--- config.mk ---
export PLATFORM = sky130hd
export DESIGN_NAME = muldiv_unit
export DESIGN_NICKNAME = d
export VERILOG_FILES = /design/src/rtl/muldiv_unit.sv
export SDC_FILE = /design/constraint.sdc
export NUM_CORES = 1
export LEC_CHECK = 0
export ABC_AREA = 0
export CAP_MARGIN = 20
export CORE_MARGIN = 5
export CORE_UTILIZATION = 42
export CTS_BUF_LIST = sky130_fd_sc_hd__clkbuf_8
export CTS_CLUSTER_SIZE = 28
export DETAILED_ROUTE_END_ITERATION = 7
export GPL_TIMING_DRIVEN = 0
export PLACE_DENSITY = 0.63
export SYNTH_ARGS = -nofsm -noshare
export SYNTH_HDL_FRONTEND = slang
export SYNTH_SLANG_ARGS = --single-unit
--- constraint.sdc ---
create_clock -name clk -period 3.45 [get_ports clk]
set_clock_uncertainty 0.15 [all_clocks]
set_input_delay 0.69 -clock clk [delete_from_list [all_inputs] [get_ports clk]]
set_output_delay 0.69 -clock clk [all_outputs]
set_load 0.02 [all_outputs]
--- src/rtl/muldiv_unit.sv ---
// rtl/muldiv_unit.sv - iterative radix-2 multiply/divide unit with HI/LO registers
//
// Ports:
//   clk    in   rising-edge clock
//   rstn   in   asynchronous active-low reset
//   start  in   one-cycle op request, only sampled while busy=0
//   op     in   000 MULT, 001 MULTU, 010 DIV, 011 DIVU, 100 MTHI, 101 MTLO, 11x ignored
//   A      in   rs operand (multiplicand / dividend / MTHI-MTLO data)
//   B      in   rt operand (multiplier / divisor)
//   busy   out  multiply/divide in progress (RUN or FIN)
//   done   out  one-cycle completion pulse
//   div0   out  with done: last divide had B=0
//   hi     out  HI register
//   lo     out  LO register
module muldiv_unit #(
    parameter int DATA_W = 32
) (
    input  logic              clk,
    input  logic              rstn,
    input  logic              start,
    input  logic [2:0]        op,
    input  logic [DATA_W-1:0] A,
    input  logic [DATA_W-1:0] B,
    output logic              busy,
    output logic              done,
    output logic              div0,
    output logic [DATA_W-1:0] hi,
    output logic [DATA_W-1:0] lo
);

    localparam int CNT_W = $clog2(DATA_W);
    localparam logic [CNT_W-1:0] CNT_LAST = CNT_W'(DATA_W - 1);

    localparam logic [1:0] S_IDLE = 2'd0;
    localparam logic [1:0] S_RUN  = 2'd1;
    localparam logic [1:0] S_FIN  = 2'd2;

    logic [1:0]        state;
    logic [CNT_W-1:0]  cnt;
    // acc_hi/acc_lo: product shift register for multiply,
    // partial remainder / quotient-dividend shift register for divide.
    logic [DATA_W-1:0] acc_hi;
    logic [DATA_W-1:0] acc_lo;
    // Multiplicand magnitude for multiply, divisor magnitude for divide.
    logic [DATA_W-1:0] opnd;
    logic [DATA_W-1:0] a_raw;
    logic              is_div;
    logic              neg_res;   // negate product / quotient at the end
    logic              neg_rem;   // negate remainder (dividend was negative)
    logic              b_zero;

    // Operand conditioning at issue time; unsigned ops never see a sign.
    logic              sgn_a;
    logic              sgn_b;
    logic [DATA_W-1:0] mag_a;
    logic [DATA_W-1:0] mag_b;

    always_comb begin
        sgn_a = ~op[0] & A[DATA_W-1];
        sgn_b = ~op[0] & B[DATA_W-1];
        mag_a = sgn_a ? -A : A;
        mag_b = sgn_b ? -B : B;
    end

    // One iteration step for each algorithm.
    logic [DATA_W:0] add_sum;
    logic [DATA_W:0] shifted;
    logic [DATA_W:0] diff;

    always_comb begin
        add_sum = {1'b0, acc_hi} + {1'b0, (acc_lo[0] ? opnd : {DATA_W{1'b0}})};
        shifted = {acc_hi, acc_lo[DATA_W-1]};
        diff    = shifted - {1'b0, opnd};
    end

    // Sign fix-up of the raw magnitude results, applied while in FIN.
    logic [2*DATA_W-1:0] prod;
    logic [2*DATA_W-1:0] prod_fix;
    logic [DATA_W-1:0]   quo_fix;
    logic [DATA_W-1:0]   rem_fix;

    always_comb begin
        prod     = {acc_hi, acc_lo};
        prod_fix = neg_res ? -prod : prod;
        quo_fix  = neg_res ? -acc_lo : acc_lo;
        rem_fix  = neg_rem ? -acc_hi : acc_hi;
    end

    assign busy = (state != S_IDLE);

    always_ff @(posedge clk or negedge rstn) begin
        if (!rstn) begin
            state   <= S_IDLE;
            cnt     <= '0;
            acc_hi  <= '0;
            acc_lo  <= '0;
            opnd    <= '0;
            a_raw   <= '0;
            is_div  <= 1'b0;
            neg_res <= 1'b0;
            neg_rem <= 1'b0;
            b_zero  <= 1'b0;
            hi      <= '0;
            lo      <= '0;
            done    <= 1'b0;
            div0    <= 1'b0;
        end else begin
            done <= 1'b0;
            case (state)
                S_IDLE: begin
                    if (start) begin
                        if (!op[2]) begin
                            state   <= S_RUN;
                            cnt     <= '0;
                            div0    <= 1'b0;
                            is_div  <= op[1];
                            a_raw   <= A;
                            b_zero  <= (B == '0);
                            neg_res <= sgn_a ^ sgn_b;
                            neg_rem <= sgn_a;
                            acc_hi  <= '0;
                            if (op[1]) begin
                                acc_lo <= mag_a;
                                opnd   <= mag_b;
                            end else begin
                                acc_lo <= mag_b;
                                opnd   <= mag_a;
                            end
                        end else if (!op[1]) begin
                            if (op[0]) begin
                                lo <= A;
                            end else begin
                                hi <= A;
                            end
                            done <= 1'b1;
                            div0 <= 1'b0;
                        end
                    end
                end
                S_RUN: begin
                    if (is_div) begin
                        // Restoring step: keep the difference only when it did not borrow.
                        if (!diff[DATA_W]) begin
                            acc_hi <= diff[DATA_W-1:0];
                        end else begin
                            acc_hi <= shifted[DATA_W-1:0];
                        end
                        acc_lo <= {acc_lo[DATA_W-2:0], ~diff[DATA_W]};
                    end else begin
                        // Shift-add step: the carry out of the add re-enters as the new MSB.
                        {acc_hi, acc_lo} <= {add_sum, acc_lo[DATA_W-1:1]};
                    end
                    if (cnt == CNT_LAST) begin
                        state <= S_FIN;
                        cnt   <= '0;
                    end else begin
                        cnt <= cnt + 1'b1;
                    end
                end
                S_FIN: begin
                    if (is_div) begin
                        if (b_zero) begin
                            hi <= a_raw;
                            lo <= '1;
                        end else begin
                            hi <= rem_fix;
                            lo <= quo_fix;
                        end
                    end else begin
                        {hi, lo} <= prod_fix;
                    end
                    div0  <= is_div & b_zero;
                    done  <= 1'b1;
                    state <= S_IDLE;
                end
                default: begin
                    state <= S_IDLE;
                end
            endcase
        end
    end

endmodule

# ---- Word level (Yosys, flattened, before mapping)
# Index checks and enable logic that the tools add are counted.
dict set report classes {
  n_addsub 8
  eq_ne 11
  muxes 47
  n_bitwise 7
  reduce_logical 11
}
# op count
set op_table {}
lappend op_table {{32-bit two-way mux} 26}
lappend op_table {{32-bit case mux with 2 select lines} 4}
lappend op_table {{32-bit negation} 4}
lappend op_table {{64-bit two-way mux} 1}
lappend op_table {{64-bit negation} 1}
lappend op_table {{32-bit by 32-bit adder with 33-bit output} 1}
lappend op_table {{33-bit by 32-bit subtractor with 33-bit output} 1}
lappend op_table {{32-bit zero test} 1}
lappend op_table {{5-bit two-way mux} 3}
lappend op_table {{2-bit inequality test (second input constant)} 7}
lappend op_table {{3-bit AND reduction} 4}
lappend op_table {{5-bit case mux with 2 select lines} 1}
lappend op_table {{5-bit AND reduction} 2}
lappend op_table {{1-bit two-way mux} 6}
lappend op_table {{2-bit two-way mux} 3}
lappend op_table {{2-bit nonzero test} 3}
lappend op_table {{5-bit by 1-bit adder with 5-bit output (second input constant)} 1}
lappend op_table {{5-bit == test (second input constant)} 1}
lappend op_table {{1-bit case mux with 2 select lines} 2}
lappend op_table {{2-bit case mux with 2 select lines} 1}
lappend op_table {{1-bit bitwise AND} 3}
lappend op_table {{3-bit inequality test (second input constant)} 1}
lappend op_table {{1-bit inverter} 3}
lappend op_table {{2-bit by 1-bit == test with 1-bit output (second input constant)} 1}
lappend op_table {{other kinds (3)} 3}
dict set report word_totals {
  reg_bits 205
  input_bits 70
  wordCells 98
}

# ---- Depth between registers and ports, before layout
# Gate-level depths: netlist (run 1).
dict set report logic_depth {
  depth_word 7
  depth_mapped 14
  mapped_depth_nobuf 13
}

# ---- Least setup slack after synthesis (run 1)
# OpenSTA, ideal clock, no wires.
dict set report synth_path {
  path_type {reg-to-reg}
  start {register acc_lo[0]}
  end {register acc_hi[26]}
  setup_time_ps 94
  arrival_ps 3122
  required_time_ps 3206
  setup_slack_ps 84
  stages_incl_launch_ff 14
  period_less_slack_ps 3366
  path_cell_list {dfrtp_1 -> inv_1 -> clkbuf_1 -> nor2_1 -> ha_1 -> a2111o_1 -> a21oi_1 -> nor3_1 -> o41ai_1 -> a31oi_1 -> a21oi_1 -> o21ai_0 -> mux2_2 -> a211oi_1}
}
dict set report synth_between {
  elab_chain_cells 4
}
# element line_no
set synth_lines {}
lappend synth_lines {{start: declaration} 43} ;# logic [DATA_W-1:0] acc_lo;
lappend synth_lines {{start signal: assignment} 123} ;# acc_lo <= mag_a;
lappend synth_lines {{start signal: assignment} 126} ;# acc_lo <= mag_b;
lappend synth_lines {{start signal: assignment} 148} ;# acc_lo <= {acc_lo[DATA_W-2:0], ~diff[DATA_W]};
lappend synth_lines {{32-bit two-way mux} 71} ;# add_sum = {1'b0, acc_hi} + {1'b0, (acc_lo[0] ? opnd : {DATA_W{1'b0}})};
lappend synth_lines {{32-bit by 32-bit adder with 33-bit output} 71}
lappend synth_lines {{32-bit two-way mux} 141} ;# if (is_div) begin
lappend synth_lines {{32-bit case mux with 2 select lines} 109} ;# case (state)
lappend synth_lines {{end signal: assignment} 144} ;# acc_hi <= diff[DATA_W-1:0];
lappend synth_lines {{end signal: assignment} 146} ;# acc_hi <= shifted[DATA_W-1:0];
lappend synth_lines {{end signal: assignment} 151} ;# {acc_hi, acc_lo} <= {add_sum, acc_lo[DATA_W-1:1]};
lappend synth_lines {{end: declaration} 42} ;# logic [DATA_W-1:0] acc_hi;
# Every way passes these cells.
# A chain may end at the register's enable or synchronous reset.

# ---- Final worst setup path (run 1)
dict set report layout_path {
  start {register acc_lo[19]}
  end {register hi[19]}
}
dict set report layout_between {
  elab_chain_cells 4
}
# element line_no
set layout_lines {}
lappend layout_lines {{64-bit negation} 84} ;# prod_fix = neg_res ? -prod : prod;
lappend layout_lines {{64-bit two-way mux} 84}
lappend layout_lines {{32-bit two-way mux} 161} ;# if (is_div) begin
lappend layout_lines {{32-bit case mux with 2 select lines} 109}
lappend layout_lines {{end signal: assignment} 163} ;# hi <= a_raw;
lappend layout_lines {{end signal: assignment} 166} ;# hi <= rem_fix;
lappend layout_lines {{end signal: assignment} 170} ;# {hi, lo} <= prod_fix;
lappend layout_lines {{end: declaration} 27} ;# output logic [DATA_W-1:0] hi,
# Every way passes these cells.

==> impl_results.md, run 1 <==
* Mapped cell area at 17,140 um^2
* Port Buf Inserts at 132
* Final period util at 1.017
* Failing checks: negative setup slack
* Tot Pwr at 23,160 uW
* Critical Path AT at 3.87 ns
* Cts hold-fix bufs at 0
* # rows at 74
* Clk buf depth at 3
* Post-DRT Antenna Nets at 0
* Initial DRT Pass Iterations at 5
* Tightest Pin Transition at 1.076 ns
* Setup violators final at 3
* Peak VDD IR at 0.0007182 V
* Clock power frac at 0.115
* Min Hold Slack at 0.01266 ns
* Antenna violations before repair at 0
* Initial DRC Count at 2,090
* CTS clk-pin slew, worst paths at 0.07 ns
* Status: complete, but fails checks
* Crit Path Class: register to register
* CTS tree: built
* Vias in the first global route at 17,840
* Fraction of layout cells with a size suffix above 1 at 0.09857
* Slew HR at 0.2775
* R2R Path End: hi[19]
* Total Routing Usage GR at 0.3322
* Core area at 40,650 um^2
* Largest net degree at the start of global routing at 110
* FMAX at 285.1 MHz
* Final WL at 77,100 um
* Syn avg cell area at 7.716 um^2
* Syn. warnings at 0
* Die span in y at 212.0 um
* Seq pwr share at 0.211
* Post-synth EDFFs at 0
* Via-to-Cell Ratio at 6.283
* GR Overflow Total at 0
* Global-route wire length before repair at 113,700 um
* Cells on worst reg2reg path at 9
* RSZ-0062 raised after global routing: yes
* R2R Setup Slk at -0.06 ns
* Final hold violations at 0
* Power Dens Cells at 1108 nW/um^2
* Asr flop ratio synth at 1.000
* Avg WL per Cell at 25.81 um
* CP endpoint kind: register
* DRC viols at 0
* Total clock sinks at 205
* Tmin final at 3.508 ns
* Hpwl dp at 59,550 um
* Int Pwr at 11,360 uW
* Worst-path fanout max at 6
* Vias at 18,770
* Clk root buf: clkbuf_8
* Leak Pwr at 0.008576 uW
* # nets final at 2,573
* Slew Limit Fails at 0
* WP data required at 3.82 ns
* Top_reg_cell synth: dfrtp_1
* Syn Nets at 2,364
* Net switching power figure at 11,800 uW
* Die area at 44,960 um^2
* CTS H-tree depth at 2
* Post-synthesis sequential area ratio at 0.2992
* RR Startpoint: acc_lo[19]
* Yosys cell types at 75
* IO Count at 137
* P&R area growth vs syn at 21.95%
* Worst-skew pair later-pin latency at 0.64 ns
* Post-synthesis instance total at 2,222
* Starting Density at 0.4218
* Max-cap viol count at 0
* Startpoint types: register
* Comb pwr share at 0.674
* HP Class: primary input to asynchronous set/reset pin
* Switching Fraction at 0.5094
* Gpl congestion at 1.000
* FF+latch count, synth at 205
* CTS buffer count at 40
* Worst setup margin at -0.05758 ns
* Pre-CTS WS at -1.179 ns
* Ant diodes at 0
* Die W at 212.0 um
* Fin util at 0.5143
[flip-flops by register name, indices dropped and copies added (netlist names), 2 cells and up]
signal,cells
hi,32
opnd,32
lo,32
state,2
acc_hi,32
acc_lo,32
cnt,5
a_raw,32
[repair_timing]
action	4_1_cts	5_1_grt
cloned	0	1
buffers inserted	16	24
pin swaps	5	28
setup endpoints to repair	85	67
resized for setup	80	135
[worst max path at each step]
stage	slack (ns)	to	startpoint	cells past startpoint
3_5_place_dp	-1.18	acc_hi[19]	acc_lo[31]	12
4_1_cts	-0.02	hi[19]	acc_lo[28]	11
5_1_grt	-0.16	acc_lo[0]	acc_lo[31]	15
6_report	-0.06	hi[19]	acc_lo[19]	9
3_3_place_gp	-7.45	opnd[10]	rstn	1
2_1_floorplan	0.08	acc_hi[26]	acc_lo[0]	13
[Yosys cell counts (6+ instances only)]
library cell | count | share of area
inv_1 | 71 | 0.016
a31oi_1 | 24 | 0.0088
or3_1 | 24 | 0.0088
mux2i_1 | 67 | 0.039
nor2_1 | 166 | 0.036
nand4_1 | 8 | 0.0029
o21ai_0 | 235 | 0.069
nand3_1 | 30 | 0.0088
and4_1 | 8 | 0.0041
a221oi_1 | 10 | 0.0051
buf_1 | 15 | 0.0033
nor3_1 | 46 | 0.013
ha_1 | 70 | 0.051
or2_2 | 7 | 0.0026
nand2b_1 | 22 | 0.0080
nor3b_1 | 6 | 0.0026
a211oi_1 | 43 | 0.019
or4_1 | 11 | 0.0048
clkbuf_1 | 144 | 0.032
nor2b_1 | 19 | 0.0069
xor2_1 | 67 | 0.034
o31ai_1 | 33 | 0.014
xnor2_1 | 107 | 0.055
o21bai_1 | 8 | 0.0035
a22oi_1 | 34 | 0.015
and2_1 | 12 | 0.0044
o221ai_1 | 12 | 0.0061
and3_1 | 10 | 0.0036
o41ai_1 | 9 | 0.0046
a2111oi_0 | 6 | 0.0031
mux2_2 | 8 | 0.0053
o21a_1 | 11 | 0.0048
a21o_1 | 28 | 0.012
nor4_1 | 15 | 0.0055
nand2_1 | 320 | 0.070
o211ai_1 | 40 | 0.018
dfrtp_1 | 205 | 0.30
a21oi_1 | 163 | 0.048
a221o_1 | 8 | 0.0047
o22ai_1 | 27 | 0.0099
[layer usage]
layer	GRT usage	wire, um	share of wire
met3	0.06611	7354	0.095
met4	0.1513	4368	0.057
met1	0.4673	32630	0.42
met5	0	0	0
met2	0.4946	32750	0.42
[layout make-up]
class	count	area [um^2]
sequential	205	5149
fill	4003	19740
clock inverter	23	222.7
buffer	159	683.2
tap	532	665.6
timing repair buffer	174	1704
multi-input combinational	1779	11620
clock buffer	43	591.8
inverter	72	270.3
[stage by stage]
stage	TNS, ns	cell area, um^2	instances
3_5_place_dp	-76.65	19160	2887
5_1_grt	-2.180	20910	2987
3_3_place_gp	-1593.83	19130	2886
2_1_floorplan	0	17140	2222
4_1_cts	-0.02258	20320	2967
6_report	-0.09855	20910	2987
[cell families after synthesis]
group           synth area share
fa+ha+maj                0.05342
mux                      0.04437
flops                     0.2992
simple gates              0.1907
buf+inv                  0.05313
compound gates            0.2703
xor+xnor                 0.08889
[worst max-delay path, stage by stage, from the launching register on]
cell and delay [ns]:
dfrtp_1 0.52, or3_4 0.41, or4b_1 0.54, or3_4 0.47
nand2b_4 0.17, or4b_4 0.55, nor3b_4 0.17, a21oi_2 0.21
a21oi_2 0.08, o21ai_1 0.14
[power by group through the flow]
| stage | sequential, uW | combinational (uW) | clock (uW) |
|---|---|---|---|
| 6_report | 4890 | 15600 | 2650 |
| 5_1_grt | 4950 | 16900 | 2770 |
| 4_1_cts | 4790 | 14300 | 2660 |
| 3_5_place_dp | 4840 | 13800 | 0 |
| 3_3_place_gp | 4820 | 13600 | 0 |
| 2_1_floorplan | 4720 | 9200 | 0 |
[cell usage in the layout, fill, tap and decap left out, drive strengths merged, types with 9 or more instances in the layout]
master         instances
a211oi                43
a21o                  28
a21oi                163
a221oi                10
a22oi                 34
a31oi                 24
and2                  12
and3                  10
buf                   67
clkbuf               177
clkdlybuf4s50        126
dfrtp                205
ha                    70
inv                   85
mux2i                 67
nand2                320
nand2b                23
nand3                 30
nor2                 166
nor2b                 19
nor3                  48
nor4                  16
o211ai                40
o21a                  11
o21ai                239
o221ai                12
o22ai                 27
o31ai                 33
o41ai                  9
or3                   24
or4                   11
xnor2                107
xor2                  67
Note: power is estimated with default switching activity, not from simulation.
==> run 2, diff against run 1 <==
--- a/config.mk
+++ b/config.mk
@@ -8,12 +8,13 @@
 export ABC_AREA = 0
 export CAP_MARGIN = 20
 export CORE_MARGIN = 5
-export CORE_UTILIZATION = 42
+export CORE_UTILIZATION = 56
 export CTS_BUF_LIST = sky130_fd_sc_hd__clkbuf_8
 export CTS_CLUSTER_SIZE = 28
 export DETAILED_ROUTE_END_ITERATION = 7
 export GPL_TIMING_DRIVEN = 0
-export PLACE_DENSITY = 0.63
+export PLACE_DENSITY = 0.8
+export SKIP_LAST_GASP = 1
 export SYNTH_ARGS = -nofsm -noshare
 export SYNTH_HDL_FRONTEND = slang
 export SYNTH_SLANG_ARGS = --single-unit
==> run 2 against run 1 <==
The flow finishes with violations (negative hold slack, negative setup slack). Via count up 4.6%. Sequential share of layout area down 0.39 points. Register-to-register slack worse by 0.17 ns. Fmax down 4.5%. Sequential power about the same. Critical path type unchanged. Largest power group unchanged.
==> impl_results.md, run 2 (synthesis gave the netlist of run 1 again) <==
* R2R Path End: acc_hi[23]
* Hpwl dp at 56,280 um (-5.5%)
* Comb pwr share at 0.702 (+0.028)
* RR Startpoint: acc_lo[31]
* Slew HR at 0.2770 (-0.0005540)
* Die W at 185.0 um (-13%)
* Die area at 34,210 um^2 (-24%)
* Crit path largest cell delay at 0.46 ns (-0.09 ns)
* Switching Fraction at 0.5087 (-0.0007728)
* CTS tree: built
* Worst-path fanout max at 3 (-3)
* # rows at 64 (-14%)
* CP endpoint kind: register
* Startpoint types: register
* Initial DRC Count at 2,954 (+41%)
* Slew Limit Fails at 0 (unchanged)
* Largest net degree at the start of global routing at 112 (+1.8%)
* Max-cap viol count at 0 (unchanged)
* Final WL at 76,570 um (-0.70%)
* HP Class: primary input to asynchronous set/reset pin
* Filler cell count at 2,511 (-37%)
* CP max stage cell: o41a_1
* Most common cell after layout, fill and taps aside: nand2_1
* Cells on worst reg2reg path at 15 (+6)
* Antenna violations before repair at 1 (+1)
* Status: complete, but fails checks
* Post-DRT Antenna Nets at 0 (unchanged)
* Worst setup margin at -0.2242 ns (-0.1666 ns)
* Vias at 19,630 (+4.6%)
* Finished Layout Cells at 2,874 (-3.8%)
* Die span in y at 185.0 um (-13%)
* Total Routing Usage GR at 0.4189 (+0.08669)
* CTS buffer count at 39 (-2.5%)
* FMAX at 272.2 MHz (-4.5%)
* Peak VDD IR at 0.0009503 V (+32%)
* Worst-skew pair later-pin latency at 0.58 ns (-0.06 ns)
* Fraction of layout cells with a size suffix above 1 at 0.1114 (+0.01285)
* Power Dens Cells at 1188 nW/um^2 (+7.3%)
* Via-to-Cell Ratio at 6.829 (+8.7%)
* Fin util at 0.6966 (+0.1823)
* Gpl congestion at 1.050 (+5.0%)
* Worst-path cell chain: inv_2 > ha_4 > fa_2 > nor2b_2 > o31a_1 > o21ai_2 > o211ai_1 > buf_4 > buf_6 > o311ai_4 > o211ai_1 > buf_4 > buf_6 > o41a_1 > a221oi_2
* Seq pwr share at 0.195 (-0.016)
* Avg WL per Cell at 26.64 um (+3.2%)
* Initial DRT Pass Iterations at 8 (+3)
* Final period util at 1.065 (+0.04830)
* Clock power frac at 0.103 (-0.012)
* Min Hold Slack at -0.03683 ns (-0.04949 ns)
* # nets final at 2,598 (+0.97%)
* Tightest Pin Transition at 1.077 ns (+0.0008250 ns)
* WP data required at 3.76 ns (-0.06 ns)
* Setup TNS at -2.768 ns (-2.669 ns)
* P&R area growth vs syn at 23.65%
* Cell family with most CP delay: compound AO/OA/AOI/OAI gates
* Vias in the first global route at 18,210 (+2.1%)
* Critical Path AT at 3.98 ns (+0.11 ns)
* Tmin final at 3.674 ns (+0.1666 ns)
* R2R Setup Slk at -0.22 ns (-0.17 ns)
* Final hold violations at 7 (+7)
* IO Count at 137 (unchanged)
* Placed Instances at 2,752 (-4.7%)
* WP buf/inv at 5 (+5)
* Global-route wire length before repair at 109,400 um (-3.8%)
* Int Pwr at 12,380 uW (+8.9%)
* Clk root buf: clkbuf_8
* Clk buf depth at 3 (unchanged)
* Crit Path Class: register to register
* DRC viols at 0 (unchanged)
* Setup violators final at 38 (+35)
* Commonest cells after routing, fill and taps aside: 316 x nand2_1, 198 x dfrtp_1, 190 x o21ai_0, 155 x nor2_1, 141 x a21oi_1
* Core area at 30,430 um^2 (-25%)
* Cts hold-fix bufs at 0 (unchanged)
* Port Buf Inserts at 132 (unchanged)
* GR Overflow Total at 0 (unchanged)
* Total clock sinks at 205 (unchanged)
* Starting Density at 0.5634 (+0.1416)
* Failing checks: negative hold slack, negative setup slack
* CTS clk-pin slew, worst paths at 0.06 ns (about the same)
* CTS H-tree depth at 2 (unchanged)
* RSZ-0062 raised after global routing: yes
* Leak Pwr at 0.008787 uW (+2.5%)
* Net switching power figure at 12,810 uW (+8.6%)
[run 2: cell count changes in the layout (fill, tap and decap cells not counted), moves of 5 or more]
cell and delta:
a21oi_1 -10, dfrtp_1 +8, dfrtp_2 -8, buf_12 +5
o21ai_0 -14, ha_2 -5, a21oi_2 +8, o21ai_1 +12
nor2_4 +8, nor2_1 -8, buf_4 +12
[run 2: layer usage]
| metal | up-vias | share of wire | GRT usage |
|---|---|---|---|
| met5 | - | 0 | 0 |
| met3 | 379 | 0.14 | 0.1278 |
| li1 | 8476 | - | - |
| met2 | 1496 | 0.41 | 0.6140 |
| met1 | 9276 | 0.37 | 0.5545 |
| met4 | 0 | 0.076 | 0.2287 |
[run 2: how the worst max path moves through the flow]
| stage | from | endpoint | slack (ns) | depth (start not counted) |
|---|---|---|---|---|
| 6_report | acc_lo[31] | acc_hi[23] | -0.22 | 15 |
| 5_1_grt | acc_lo[31] | acc_hi[23] | -0.34 | 15 |
| 4_1_cts | acc_lo[31] | hi[22] | -0.10 | 10 |
| 3_5_place_dp | acc_lo[31] | acc_hi[21] | -1.39 | 12 |
| 3_3_place_gp | rstn | opnd[13] | -7.21 | 1 |
| 2_1_floorplan | acc_lo[0] | acc_hi[26] | 0.08 | 13 |
[run 2: area by class of cell]
class                           instances  area (um^2)  area share
Tap cell                              396        495.5     0.02337
Multi-Input combinational cell       1779        11800      0.5566
Clock inverter                         19        191.4    0.009031
Timing Repair Buffer                  199         2022     0.09538
Sequential cell                       205         5139      0.2424
Buffer                                160        686.9     0.03240
Clock buffer                           43        591.8     0.02792
Inverter                               72        270.3     0.01275
Antenna cell                            1        2.502   0.0001180
[run 2: through the flow]
| stage | power [uW] | setup WS, ns | instance area, um^2 |
|---|---|---|---|
| floorplan | 13910 | 0.08441 | 17140 |
| global placement | 18190 | -7.213 | 18960 |
| detailed placement | 18540 | -1.394 | 19000 |
| CTS | 22080 | -0.1023 | 20320 |
| global route | 26320 | -0.3428 | 21200 |
| finish | 25190 | -0.2242 | 21200 |
[run 2: what timing repair did]
| action | 4_1_cts | 5_1_grt |
|---|---|---|
| cloned | 0 | 5 |
| resized for setup | 85 | 188 |
| setup buffers | 34 | 26 |
| pin swaps | 14 | 55 |
| setup endpoints to repair | 86 | 93 |
[run 2: power groups by stage]
stage                     logic (uW)  registers, uW  clock network (uW)
after floorplan                 9200           4720                   0
after global placement         13400           4760                   0
after detailed placement       13700           4810                   0
after CTS                      14700           4770                2560
after global routing           18700           4960                2660
final                          17700           4910                2610
